===== src/rtl/decoder_nto2n_seq.sv =====
// Registered N-to-2^N one-hot decoder with a handshaked decode mode and a
// free-running scan mode for digit multiplexing / row strobing.
module decoder_nto2n_seq #(
  parameter int N          = 2,
  parameter int TICK_DIV   = 4,
  parameter bit ACTIVE_LOW = 1'b0
) (
  input  logic                clk,
  input  logic                rst_n,
  input  logic                en,
  input  logic                mode,
  input  logic                in_valid,
  input  logic [N-1:0]        a,
  output logic                in_ready,
  output logic [(1<<N)-1:0]   o,
  output logic                o_valid,
  output logic [N-1:0]        o_index,
  output logic                wrap
);

  localparam int W     = 1 << N;
  localparam int DIV_W = (TICK_DIV > 1) ? $clog2(TICK_DIV) : 1;
  localparam logic [DIV_W-1:0] DIV_LAST = DIV_W'(TICK_DIV - 1);
  localparam logic [N-1:0]     IDX_LAST = '1;
  localparam logic [W-1:0]     O_IDLE   = {W{ACTIVE_LOW}};

  typedef enum logic [1:0] {
    S_IDLE   = 2'd0,
    S_DECODE = 2'd1,
    S_SCAN   = 2'd2
  } state_e;

  state_e           state_q, state_d;
  logic [N-1:0]     idx_q, idx_d;
  logic             valid_q, valid_d;
  logic             wrap_q, wrap_d;
  logic [DIV_W-1:0] div_q, div_d;
  logic [W-1:0]     o_q, o_d;
  logic             accept;
  logic             tick;

  function automatic logic [W-1:0] onehot(input logic [N-1:0] idx);
    logic [W-1:0] r;
    r      = '0;
    r[idx] = 1'b1;
    return r;
  endfunction

  function automatic logic [W-1:0] apply_pol(input logic [W-1:0] v);
    return ACTIVE_LOW ? ~v : v;
  endfunction

  assign in_ready = en & ~mode & (state_q != S_SCAN);
  assign accept   = in_valid & in_ready;
  // A tick only counts while scan is being sustained; a mode drop wins over it.
  assign tick     = (state_q == S_SCAN) & en & mode & (div_q == DIV_LAST);

  always_ff @(posedge clk or negedge rst_n) begin
    if (!rst_n) begin
      state_q <= S_IDLE;
      idx_q   <= '0;
      valid_q <= 1'b0;
      wrap_q  <= 1'b0;
      div_q   <= '0;
      o_q     <= O_IDLE;
    end else begin
      state_q <= state_d;
      idx_q   <= idx_d;
      valid_q <= valid_d;
      wrap_q  <= wrap_d;
      div_q   <= div_d;
      o_q     <= o_d;
    end
  end

  always_comb begin
    state_d = state_q;
    if (!en) begin
      state_d = S_IDLE;
    end else begin
      case (state_q)
        S_IDLE: begin
          if (mode)          state_d = S_SCAN;
          else if (in_valid) state_d = S_DECODE;
        end
        S_DECODE: if (mode)  state_d = S_SCAN;
        S_SCAN:   if (!mode) state_d = S_IDLE;
        default:             state_d = S_IDLE;
      endcase
    end
  end

  always_comb begin
    idx_d   = idx_q;
    valid_d = valid_q;
    div_d   = div_q;
    wrap_d  = 1'b0;
    case (state_d)
      S_DECODE: begin
        valid_d = 1'b1;
        div_d   = '0;
        if (accept) idx_d = a;
      end
      S_SCAN: begin
        valid_d = 1'b1;
        if (state_q != S_SCAN) begin
          idx_d = '0;
          div_d = '0;
        end else if (tick) begin
          div_d  = '0;
          idx_d  = idx_q + N'(1);
          wrap_d = (idx_q == IDX_LAST);
        end else begin
          div_d = div_q + DIV_W'(1);
        end
      end
      default: begin
        idx_d   = '0;
        valid_d = 1'b0;
        div_d   = '0;
      end
    endcase
    o_d = apply_pol(valid_d ? onehot(idx_d) : '0);
  end

  assign o       = o_q;
  assign o_valid = valid_q;
  assign o_index = idx_q;
  assign wrap    = wrap_q;

endmodule


===== config.mk =====
export PLATFORM = sky130hd
export DESIGN_NAME = decoder_nto2n_seq
export DESIGN_NICKNAME = d
export VERILOG_FILES = /design/src/rtl/decoder_nto2n_seq.sv
export SDC_FILE = /design/constraint.sdc
export NUM_CORES = 1
export LEC_CHECK = 0
export ABC_CLOCK_PERIOD_IN_PS = 3800
export CAP_MARGIN = 5
export CORE_MARGIN = 2
export CORE_UTILIZATION = 25
export CTS_CLUSTER_DIAMETER = 80
export DETAILED_ROUTE_END_ITERATION = 10
export PLACE_DENSITY_LB_ADDON = 0.05
export SLEW_MARGIN = 25
export SYNTH_ARGS = -nofsm -noshare
export SYNTH_HDL_FRONTEND = slang
export SYNTH_SLANG_ARGS = --single-unit

===== constraint.sdc =====
create_clock -name clk -period 3.8 [get_ports clk]
set_input_delay 0.76 -clock clk [delete_from_list [all_inputs] [get_ports clk]]
set_output_delay 0.76 -clock clk [all_outputs]
set_load 0.01 [all_outputs]

# Yosys cells after proc, flatten, opt, wreduce, memory -nomap -nowiden
# Index checks and enable logic that the tools add are counted.
# totals
wordCells	47
inputBits	7
out_inout_bits	9
register_bits	12
# op_classes
n_addsub	2
order_cmp	2
n_reduce_logical	3
n_eq_ne	7
mux	20
n_bitwise	7
# op_table
op	n
$mux W2	11
$eq A2 B2 Y1 const B	4
$and A1 B1 Y1	6
$pmux W2 S3	1
$mux W1	5
$add A2 B1 Y2 const B	2
$eq A2 B1 Y1 const B	2
$mux W4	1
$pmux W2 S2	1
$lt A2 B3 Y1 const B	1
$demux W1 S2	1
$ge A2 B1 Y1 const B	1
$logic_not A2 Y1	1
$ne A2 B2 Y1 const B	1
$reduce_or A2 Y1	1
$logic_and A1 B1 Y1	1
$not A1 Y1	1

# Depth between registers and ports, before layout
# Gate-level depths: netlist (run 1).
# depth
word_depth	12
ltp_mapped	8
mapped_depth_nobuf	8

# Worst setup path after synthesis (run 1)
# No wires, ideal clock.
# synth_path
path_type	input to register
startpoint	input mode
endpoint	register o_q[0], in the netlist o[0]
arrival_time_ps	2245
slack_ps	1475
stages	5
required_ps	3720
n_path_buf	0
cell_sequence	nand2b_1 or3_1 ha_1 or4_4 nor3_2
# synth_between
elab_chain_len	11
elab_cells_between_ends	25
# synth_rtl
element	line_no	text
start: declaration	11	input logic mode,
branches (longest 10 deep; another with $lt A2 B3 Y1)	--	
$mux W4 (*)	123	o_d = apply_pol(valid_d ? onehot(idx_d) : '0);
net o_d[0]	38	logic [W-1:0] o_q, o_d;
end signal: assignment	65	o_q <= O_IDLE;
end signal: assignment	72	o_q <= o_d;
end: declaration	38	
# Mark *: on every way through the listed nets, which the timed path passes.

# Worst setup path after layout (run 1)
# layout_path
startpoint	input mode
endpoint	output in_ready
# layout_between
elab_chain_len	3
# layout_rtl
element	line_no	text
$not A1 Y1	53	assign in_ready = en & ~mode & (state_q != S_SCAN);
$and A1 B1 Y1 (2 in a row)	53	
end: declaration	14	output logic in_ready,
# No other way between the ends.

==> results of run 1 <==
==> area by class of cell <==
class                           instances  share of cell area
Sequential cell                        12              0.3687
Multi-Input combinational cell         37              0.3364
Timing Repair Buffer                   15              0.1843
Clock buffer                            4             0.04455
Tap cell                               28             0.04301
Inverter                                5             0.02304
==> routing by layer <==
metal	routed length, µm	part of all wire	vias to the layer above
met5	0	0	-
met4	13	0.011	0
met3	62	0.052	2
met2	533	0.45	10
met1	587	0.49	201
li1	-	-	239
==> critical path: stages <==
cell	delay [ps]
sky130_fd_sc_hd__clkdlybuf4s50_1	430
sky130_fd_sc_hd__nand2b_1	240
sky130_fd_sc_hd__nor2_1	130
sky130_fd_sc_hd__clkdlybuf4s50_1	540
==> logic make-up (layout without fill, tap and decap cells) <==
group,after synthesis,after routing,share of synthesized area
DFF,12,12,0.4969
muxes,1,1,0.01656
and+or+nand+nor,21,21,0.2216
AOI/OAI and AO/OA,11,11,0.1325
buffers and inverters,6,24,0.04969
adders and majority gates,4,4,0.08282
==> how the worst max path moves through the flow <==
stage | start | endpoint | slack, ps | cells past startpoint
global route | mode | in_ready | 850 | 4
detailed placement | mode | o[2] | 860 | 9
finish | mode | in_ready | 940 | 4
floorplan | mode | o[0] | 1470 | 5
global placement | mode | o[2] | 870 | 9
CTS | mode | in_ready | 920 | 4
==> Yosys cell counts <==
| cell | count | area share |
|---|---|---|
| sky130_fd_sc_hd__nor3_1 | 2 | 0.017 |
| sky130_fd_sc_hd__o21a_1 | 1 | 0.012 |
| sky130_fd_sc_hd__o31ai_1 | 1 | 0.012 |
| sky130_fd_sc_hd__mux2i_1 | 1 | 0.017 |
| sky130_fd_sc_hd__o311a_1 | 1 | 0.017 |
| sky130_fd_sc_hd__o21ai_1 | 1 | 0.0083 |
| sky130_fd_sc_hd__nand3b_1 | 1 | 0.012 |
| sky130_fd_sc_hd__ha_1 | 4 | 0.083 |
| sky130_fd_sc_hd__buf_6 | 1 | 0.019 |
| sky130_fd_sc_hd__nor3b_1 | 1 | 0.012 |
| sky130_fd_sc_hd__or4_4 | 1 | 0.019 |
| sky130_fd_sc_hd__a21oi_1 | 2 | 0.017 |
| sky130_fd_sc_hd__nor3_2 | 1 | 0.017 |
| sky130_fd_sc_hd__a211oi_1 | 1 | 0.012 |
| sky130_fd_sc_hd__nor2b_1 | 1 | 0.010 |
| sky130_fd_sc_hd__nand2b_1 | 1 | 0.010 |
| sky130_fd_sc_hd__dfrtp_1 | 12 | 0.50 |
| sky130_fd_sc_hd__nor4_1 | 1 | 0.010 |
| sky130_fd_sc_hd__and4_1 | 1 | 0.014 |
| sky130_fd_sc_hd__a31o_1 | 1 | 0.014 |
| sky130_fd_sc_hd__o31a_1 | 1 | 0.014 |
| sky130_fd_sc_hd__inv_1 | 5 | 0.031 |
| sky130_fd_sc_hd__a31oi_1 | 1 | 0.010 |
| sky130_fd_sc_hd__nand2_1 | 2 | 0.012 |
| sky130_fd_sc_hd__a21oi_2 | 1 | 0.014 |
| sky130_fd_sc_hd__or3_1 | 1 | 0.010 |
| sky130_fd_sc_hd__and3_1 | 2 | 0.021 |
| sky130_fd_sc_hd__nor2_1 | 3 | 0.019 |
| sky130_fd_sc_hd__nand3_1 | 1 | 0.0083 |
| sky130_fd_sc_hd__nand4b_1 | 2 | 0.029 |
==> stage by stage <==
stage                     area (µm²)  setup slack, ps
after floorplan                604.3             1475
after global placement         778.2            866.3
after detailed placement       778.2            858.3
after CTS                      814.5            924.3
after global routing           814.5            845.8
final                          814.5            942.9
==> state kept, by name, indices dropped and copies added (netlist names) <==
signal / cells
div_q: 2
o_index: 2
state_q: 2
wrap: 1
o_valid: 1
o: 4
==> power breakdown <==
| group | total (µW) | switching (µW) | internal, µW | leakage (µW) |
|---|---|---|---|---|
| Sequential | 133 | 1.98 | 131 | 0.000163 |
| Clock | 102 | 44.1 | 58.2 | 0.0000210 |
| Combinational | 31.4 | 15.4 | 15.9 | 0.000203 |
==> run summary, run 1 <==
In the final layout, the share of cells above drive strength 1 is 0.09589. The initial antenna violation count came out at 0. The number of buffers created by CTS came out at 3. The total via count after detailed routing is 452. The core region is 2255 µm². The met3 routing resource usage after global routing came out at 0.02542. The path with the worst hold slack has its endpoint at div_q[0]. Leaving out filler cells and counting taps, the final layout contains 101.

The maximum buffer depth of the clock tree is 2. The max-cap check violation count came out at 0. The critical-path maximum fanout came out at 6.

The worst register-to-register path ends at o[2]. The most common library cell in the layout ignoring fill and taps is sky130_fd_sc_hd__clkdlybuf4s50_1. CTS placed an instance of sky130_fd_sc_hd__clkbuf_4 at the clock tree root. The worst setup path is captured at an output pin. The final routed DRC violation total is 0. Summed over all layers, the routed wires come to 1196 µm. The number of buffer cells added on primary ports came out at 15. The insertion delay to the later sink of the worst-skew pair came out at 270 ps.

The fraction of the yosys area taken by sequential cells is 0.4969. The largest net degree at the start of global routing is 13. The number of global-route vias before repair came out at 459. The path class of the lowest-slack min-delay path is flop to flop. The layer flagged by global routing as most heavily used is met2. In the layout the commonest cells are sky130_fd_sc_hd__clkdlybuf4s50_1 (15), sky130_fd_sc_hd__dfrtp_1 (12), sky130_fd_sc_hd__inv_1 (5). The sort of element at the start of the critical path is a primary input. The number of cells in the design after placement is 97. For the final routed database, the setup TNS stands at 0 ps.

The instance count along the most critical hold path came out at 1. The count of standard-cell rows is 17. The count of final setup violators came out at 0. The fmax is 350.0 MHz.

The area used by multi-input combinational logic came out at 274.0 µm². The data required time at the worst endpoint came out at 3040 ps. The number of warnings issued by yosys came out at 0. TritonCTS built the clock tree. The gate count of the mapped netlist came out at 55. The number of max-slew violations in the final report came out at 0. The ratio of final minimum period to clock period came out at 0.7519. 0 antenna diodes ended up in the layout. The cell depth of the worst flop-to-flop path came out at 7. Gates resized during post-CTS repair numbered 0. The met2 track demand over resource in global routing came out at 0.1604.

The number of post-CTS setup repair buffers came out at 0. The origin of the critical flop-to-flop path is state_q[1]. The first detailed-routing pass took 3 iterations. The maximum resistive drop on vdd is 0.1519 mV.

In the final routed layout, each cell accounts on average for 11.84 µm. The final worst clock skew is 3.581 ps. The floorplan step defined a die boundary enclosing 2827 µm². On the final layout, the worst hold slack is 442.6 ps. In the final layout, flip-flops and latches occupy 300.3 µm².

The number of top-level design ports is 16. Data arrives at the worst endpoint at 2100 ps. The total chip power came out at 266.6 µW. The flow ran to the end, and the final reports show no timing, DRC or antenna violations. The remaining max-slew budget at the tightest pin came out at 0.6259. The synthesized area came out at 604.3 µm². The first routing iteration left 4 violations. In this run the mean area of a mapped cell was 10.99 µm². Setup repair after global routing left no endpoint under its margin. Synthesis inferred 12 register bits. The die height is 53.17 µm.

Dividing the detail-routed via count by the number of cells gives 4.475. The total nets after synthesis came out at 66. The total of fill cells in the finished design is 246. The horizontal die dimension came out at 53.17 µm. The initial core utilization is 0.2680. The final-stage net count came out at 85. CTS built an H-tree with a depth of 1. The remaining antenna violation count came out at 0.

The number of clock sinks came out at 12. The slack of the worst reg-to-reg path came out at 1840 ps. The worst hold path begins at div_q[0]. Hold repair after CTS inserted 0 buffers. The final weighted congestion in routability-driven placement is 0.7212. The final HPWL from detailed placement is 950 µm. The post-route core utilization came out at 0.3613. The first global-routing pass estimated 2042 µm of wire. The time the final worst path needs with I/O delays and setup came out at 2857 ps. The power density normalized to cell area is 327.3 nW/µm². Yosys mapped the design onto 30 distinct sky130hd cell types. For the pin with the worst max-slew slack, the measured transition is 559.4 ps. The fraction of met1 tracks used by global routing is 0.1357. The analysis attributes to cell leakage a power of 0.0003872 µW. The total global routing track utilization is 0.1062. The area growth from synthesis to layout is 34.78%. The clock input transition at the sequential cells of the worst setup and hold paths is 80 ps. The kind of critical path is primary input to output pin. The total congestion overflow is 0. The number of hold-slack violations in the final timing report is 0.
Power figures use the tool's default switching activity.
==> run 2, diff against run 1 <==
- ABC_CLOCK_PERIOD_IN_PS: 3800 -> 2800
- clock period: 3.8 -> 2.8 ns (I/O delays scaled with it)
==> run 2 against run 1 <==
  * Register-to-register slack lost 1000 ps
  * Core utilization increased by 0.67 points
  * Die area unchanged
  * Worst setup slack got worse by 650 ps
  * Sequential share of layout area down 0.67 points
  * Design area rose by 1.8%
  * Hold slack gained 8.9 ps
  * Sequential power is 35% higher
  * First-iteration DRC count increased to 2.8 times the previous value
  * Largest power group unchanged
==> run summary, run 2 (synthesis results as in run 1) <==
Setup repair after global routing left no endpoint under its margin. In this run the clock root is driven by a sky130_fd_sc_hd__clkbuf_4. In this run, post-CTS hold repair placed 0 buffers. The number of max-slew violations in the final report is 0. The initial antenna violation count is 0. In the layout the commonest cells are sky130_fd_sc_hd__clkdlybuf4s50_1 (15), sky130_fd_sc_hd__dfrtp_1 (12), sky130_fd_sc_hd__inv_1 (5). The maximum buffer depth of the clock tree came out at 2. Across the VDD grid, the largest voltage drop is 0.2485 mV. STA classifies the critical path startpoint as a primary input.

Post-CTS timing repair inserted 0 buffers for setup. The max-cap check violation count came out at 0. The number of top-level design ports came out at 16. The number of cells in the design after placement came out at 99. TritonCTS built the clock tree. Global routing finished with a remaining overflow of 0. Summing all multi-input logic gate instances after layout gives 274.0 µm². The power density normalized to cell area is 438.0 nW/µm². The slack of the worst reg-to-reg path came out at 830 ps. The critical-path cell with the highest stage delay is sky130_fd_sc_hd__clkdlybuf4s50_1.

The number of global-route vias before repair is 443. The kind of critical path is primary input to output pin. The worst hold path belongs to the class flop to flop. The final HPWL from detailed placement came out at 1006 µm. The register with the most flip-flops in the layout has 4 of them. The minimum setup slack after placement came out at 168.1 ps. The floorplan step set the die width to 53.17 µm.

The data required time at the worst endpoint is 2240 ps. The number of buffers created by CTS is 3. The total global routing track utilization came out at 0.1087. The analysis attributes to cell leakage a power of 0.0003971 µW. The number of H-tree levels is 1. The count of final setup violators came out at 0. After the last flow step, the layout net total stands at 87. The die height is 53.17 µm. The number of diodes added for antenna fixing came out at 0. The routed design could run at a clock period as short as 2510 ps.

The number of buffer cells added on primary ports came out at 15. After detailed routing, the number of vias per cell comes to 4.796. After detailed routing, the total wire length is 1263 µm. The critical path's largest stage delay came out at 540 ps. The final routed DRC violation total is 0. The number of hold-slack violations in the final timing report is 0.

Entering global routing, the biggest net connects 13 pins. The area growth from synthesis to layout is 37.27%. The detailed router finished its first iteration with 11 violations. Of the available clock period, the critical path in the final layout requires 0.8963. The number of clock sinks came out at 12. The fmax is 398.5 MHz. Excluding fillers, the count of instances in the completed layout stands at 103. Hold timing on the final database bottoms out at a slack of 451.6 ps.

The flow ran to the end, and the final reports show no timing, DRC or antenna violations. For the final database, setup skew stands at 1.872 ps. The layout cell share with drive strength beyond 1 came out at 0.1200. The total negative setup slack is 0 ps. The post-route worst setup slack came out at 290.4 ps. The signal on the critical path passes through clkdlybuf4s50_1 > nand2b_1 > buf_4 > nor2_1 > clkdlybuf4s50_1. The core region is 2255 µm². The clock input transition at the sequential cells of the worst setup and hold paths is 80 ps. The remaining max-slew budget at the tightest pin came out at 0.6236. At the end of routability-driven placement, the weighted congestion stood at 0.7701. The wire length of the first global-routing pass is 2152 µm. Of all nets on the critical path, the largest fanout is 5. The first-pass detailed-route iteration total came out at 4. The quantity of gates resized following cts came out at 0. At the pin with the least slew margin, the transition time is 563.4 ps.

The total via count after detailed routing is 494. The most common library cell in the layout ignoring fill and taps is sky130_fd_sc_hd__clkdlybuf4s50_1. The remaining antenna violation count came out at 0. Dividing the detail-routed wire length by the instance count gives 12.26 µm. The die covers 2827 µm². The insertion delay to the later sink of the worst-skew pair came out at 270 ps. STA classifies the critical path endpoint as an output pin. The combined flip-flop and latch cell area came out at 300.3 µm². In this design, the critical path's most frequently occurring cell is sky130_fd_sc_hd__clkdlybuf4s50_1. For the worst setup path, the data arrival time is 1950 ps. The initial utilization of the core area, before any placement, comes to 0.2680. The total of fill cells in the finished design is 250. After floorplanning, the core was divided into 17 placement rows.
-- run 2: cell count changes in the layout (fill, tap and decap cells not counted) --
cell / before / now
sky130_fd_sc_hd__buf_4: 0 / 2
-- run 2: final cells by class --
type,instances,area share
clock buffer,4,0.04374
inverter,5,0.02262
multi-input combinational,37,0.3303
sequential,12,0.3620
tap,28,0.04223
timing repair buffer,17,0.1991
-- run 2: report_power, final --
part	total (µW)	internal, µW	switching, µW	leakage, µW
logic	45.3	23.2	22.1	0.000213
clock network	138	79.0	58.7	0.0000210
registers	180	178	2.68	0.000163
-- run 2: path summary, 6_finish.rpt --
path                                   end  depth (start not counted)       start
worst max-delay path              in_ready                          5        mode
worst min-delay path              div_q[0]                          1    div_q[0]
worst max register to register        o[0]                          5  state_q[0]
worst min register to register    div_q[0]                          1    div_q[0]
max in group asynchronous       o_index[1]                          1       rst_n
min in group asynchronous             wrap                          1       rst_n
-- run 2: critical path, delay by kind of cell --
kind                   cells  cell delay, ps
AND/OR/NAND/NOR            2             260
buffers and inverters      3            1130
-- run 2: stage by stage --
stage,total power (µW),utilization,area (µm²)
2_1_floorplan,204.3,-,604.3
3_3_place_gp,230.0,0.3518,793.3
3_5_place_dp,229.7,0.3518,793.3
4_1_cts,372.1,0.3679,829.5
5_1_grt,383.5,0.3679,829.5
6_report,363.3,0.3679,829.5
-- run 2: per-layer routing --
| layer | share of wire | up-vias | track usage |
|---|---|---|---|
| met4 | 0.010 | 0 | 0.06410 |
| met2 | 0.46 | 17 | 0.1625 |
| met1 | 0.46 | 234 | 0.1466 |
| met3 | 0.062 | 2 | 0.01695 |
| li1 | - | 241 | - |
| met5 | 0 | - | 0 |
==> run 3, diff against run 2 <==
- ABC_CLOCK_PERIOD_IN_PS: 2800 -> 3160
- SKIP_CTS_REPAIR_TIMING: default -> 1
- clock period: 2.8 -> 3.16 ns (I/O delays scaled with it)
==> run 3 against run 2 <==
  * Hold slack worse by 14 ps
  * Combinational power is 15% lower
  * Clock-buffer cell count stayed put
  * Largest cell class unchanged
==> run summary, run 3 (synthesis results as in run 1) <==
The maximum buffer depth of the clock tree is 2. The area enclosed by the die boundary is 2827 µm². The kind of cell with the highest combined delay along the critical path is buffers and inverters. The floorplan has 17 rows.

The internal power contribution came out at 246.5 µW. Setup repair after global routing left no endpoint under its margin. The total negative setup slack is 0 ps. The total congestion overflow is 0. The slack of the worst reg-to-reg path is 1190 ps. The total of fill cells in the finished design is 247. The critical path's largest stage delay is 540 ps. The signal on the critical path passes through clkdlybuf4s50_1 > nand2b_1 > nor2_1 > clkdlybuf4s50_1.

The routed length per placed instance is 12.36 µm. The largest net degree at the start of global routing is 13. Clock skew on the completed layout was measured at 0.2360 ps.

The cell depth of the worst flop-to-flop path came out at 7. The final weighted congestion in routability-driven placement came out at 0.7150. The post-detailed-route via-to-cell ratio came out at 4.673. Clock-pin slew was measured on the worst setup and hold paths at 80 ps. The routed wire length came out at 1248 µm. Relative to the synthesized area, the layout overhead comes to 34.78%. The number of H-tree levels is 1. The critical-path cell with the highest stage delay is sky130_fd_sc_hd__clkdlybuf4s50_1. After floorplanning, the core was sized to cover 2255 µm². The final-stage net count is 85. The number of top-level design ports came out at 16. The data required time at the worst endpoint is 2530 ps. After detailed routing, the number of remaining DRC violations is 0. The post-route worst setup slack came out at 532.1 ps.

Counting tap cells, the placed design contains a total of 97 instances. The endpoint arrival time on the critical path came out at 2000 ps. The total global routing track utilization is 0.1068. Measured against its own limit, the worst slew margin works out to 0.6167. The number of hold-slack violations in the final timing report is 0. The initial core utilization came out at 0.2680. The buffers plus inverters on the worst setup path came out at 2. The minimum setup slack after placement came out at 345.9 ps. The insertion delay to the later sink of the worst-skew pair is 260 ps. The cell that appears most often on the critical path is sky130_fd_sc_hd__clkdlybuf4s50_1. The instance count on the critical path came out at 4. Once layout is complete, the utilization of the core stands at 0.3613. The transition time at the pin with the least slew margin is 573.7 ps. The total via count after detailed routing came out at 472. The number of max-slew violations in the final report came to 0.

The total net switching power is 72.17 µW. The worst setup path is launched from a primary input. The library cells used most frequently in the layout, excluding fill and tap cells, are sky130_fd_sc_hd__clkdlybuf4s50_1 (15), sky130_fd_sc_hd__dfrtp_1 (12), sky130_fd_sc_hd__inv_1 (5). In this run the worst setup path begins at mode. The finished cells cover 814.5 µm². The final HPWL from detailed placement is 947.2 µm.

The clock network fraction of design power came out at 0.378. The final instance count without filler cells is 101. The violation count after the first detailed-route iteration is 4.

The number of buffers created by CTS came out at 3. The path class of the tightest hold or removal check is flop to flop. The flow ran to the end, and the final reports show no timing, DRC or antenna violations.

The remaining antenna violation count is 0. Of the cells placed in the final design, the portion with a size suffix greater than 1 is 0.09589. The portion of total power attributed to sequential cells is 0.502. The CTS tree is done. The number of global-route vias before repair came out at 435.

Of the total power, combinational logic draws 0.120. The number of diodes added for antenna fixing is 0. During placement, the flow inserted port buffers numbering 15. The wire length of the first global-routing pass came out at 2056 µm. Before antenna repair, the detailed router went through 3 iterations.

The time the final worst path needs with I/O delays and setup came out at 2628 ps. Of the total power, the share spent switching nets is 0.2265. The clock root buffer master is sky130_fd_sc_hd__clkbuf_4. The critical-path maximum fanout is 6. The number of flip-flops under the largest register name came out at 4.

The ratio of final minimum period to clock period is 0.8316. The number of clock sinks is 12. The endpoint of the most critical register-to-register path is o[2]. The placed cell area came out at 778.2 µm².

Max-cap violations in this run came to 0. Across the VDD grid, the largest voltage drop is 0.1820 mV. The horizontal die dimension came out at 53.17 µm.

The initial antenna violation count came out at 0. The origin of the critical flop-to-flop path is state_q[1]. The worst setup path is of the primary input to output pin kind. The die height is 53.17 µm. The most common library cell in the layout ignoring fill and taps is sky130_fd_sc_hd__clkdlybuf4s50_1. Setup violations remaining at the end of the flow were counted as 0. The worst setup path is captured at an output pin. The power density normalized to cell area came out at 391.3 nW/µm². The static leakage came out at 0.0003872 µW. The critical path endpoint is in_ready.

The fmax came out at 380.5 MHz.
-- run 3: cell count changes in the layout (fill, tap and decap cells not counted) --
cell,before,now
sky130_fd_sc_hd__buf_4,2,0
-- run 3: final cells by class --
| cell class | instances | area (µm²) | area share |
|---|---|---|---|
| tap | 28 | 35.03 | 0.04301 |
| multi-input combinational | 37 | 274.0 | 0.3364 |
| inverter | 5 | 18.77 | 0.02304 |
| sequential | 12 | 300.3 | 0.3687 |
| clock buffer | 4 | 36.28 | 0.04455 |
| timing repair buffer | 15 | 150.1 | 0.1843 |
-- run 3: power groups by stage --
stage	registers, µW	clock network, µW	logic, µW
finish	160	120	38.4
global route	160	141	43.2
CTS	160	127	38.6
detailed placement	163	0	38.5
global placement	163	0	39.0
floorplan	164	0	17.0
-- run 3: how the worst min path moves through the flow --
stage               end      from  cells past startpoint  slack, ps
5_1_grt        div_q[0]  div_q[0]                      1        480
3_3_place_gp   div_q[0]  div_q[0]                      1        440
6_report       div_q[0]  div_q[0]                      1        440
4_1_cts        div_q[0]  div_q[0]                      1        440
3_5_place_dp   div_q[0]  div_q[0]                      1        430
2_1_floorplan  div_q[0]     rst_n                      0        340
-- run 3: per-layer routing --
layer  global-route usage  share of wire  up-vias
met3              0.02542          0.040        2
met5                    0              0        -
li1                     -              -      240
met1               0.1528           0.52      220
met2               0.1417           0.43       10
met4              0.06410          0.011        0
-- run 3: per-stage QoR --
stage / total power (µW) / hold slack (ps)
after CTS: 325.2 / 443.6
after floorplan: 181.0 / 336.4
after detailed placement: 201.4 / 429.7
after global placement: 202.1 / 437.4
after global routing: 344.9 / 476.9
final: 318.7 / 437.1
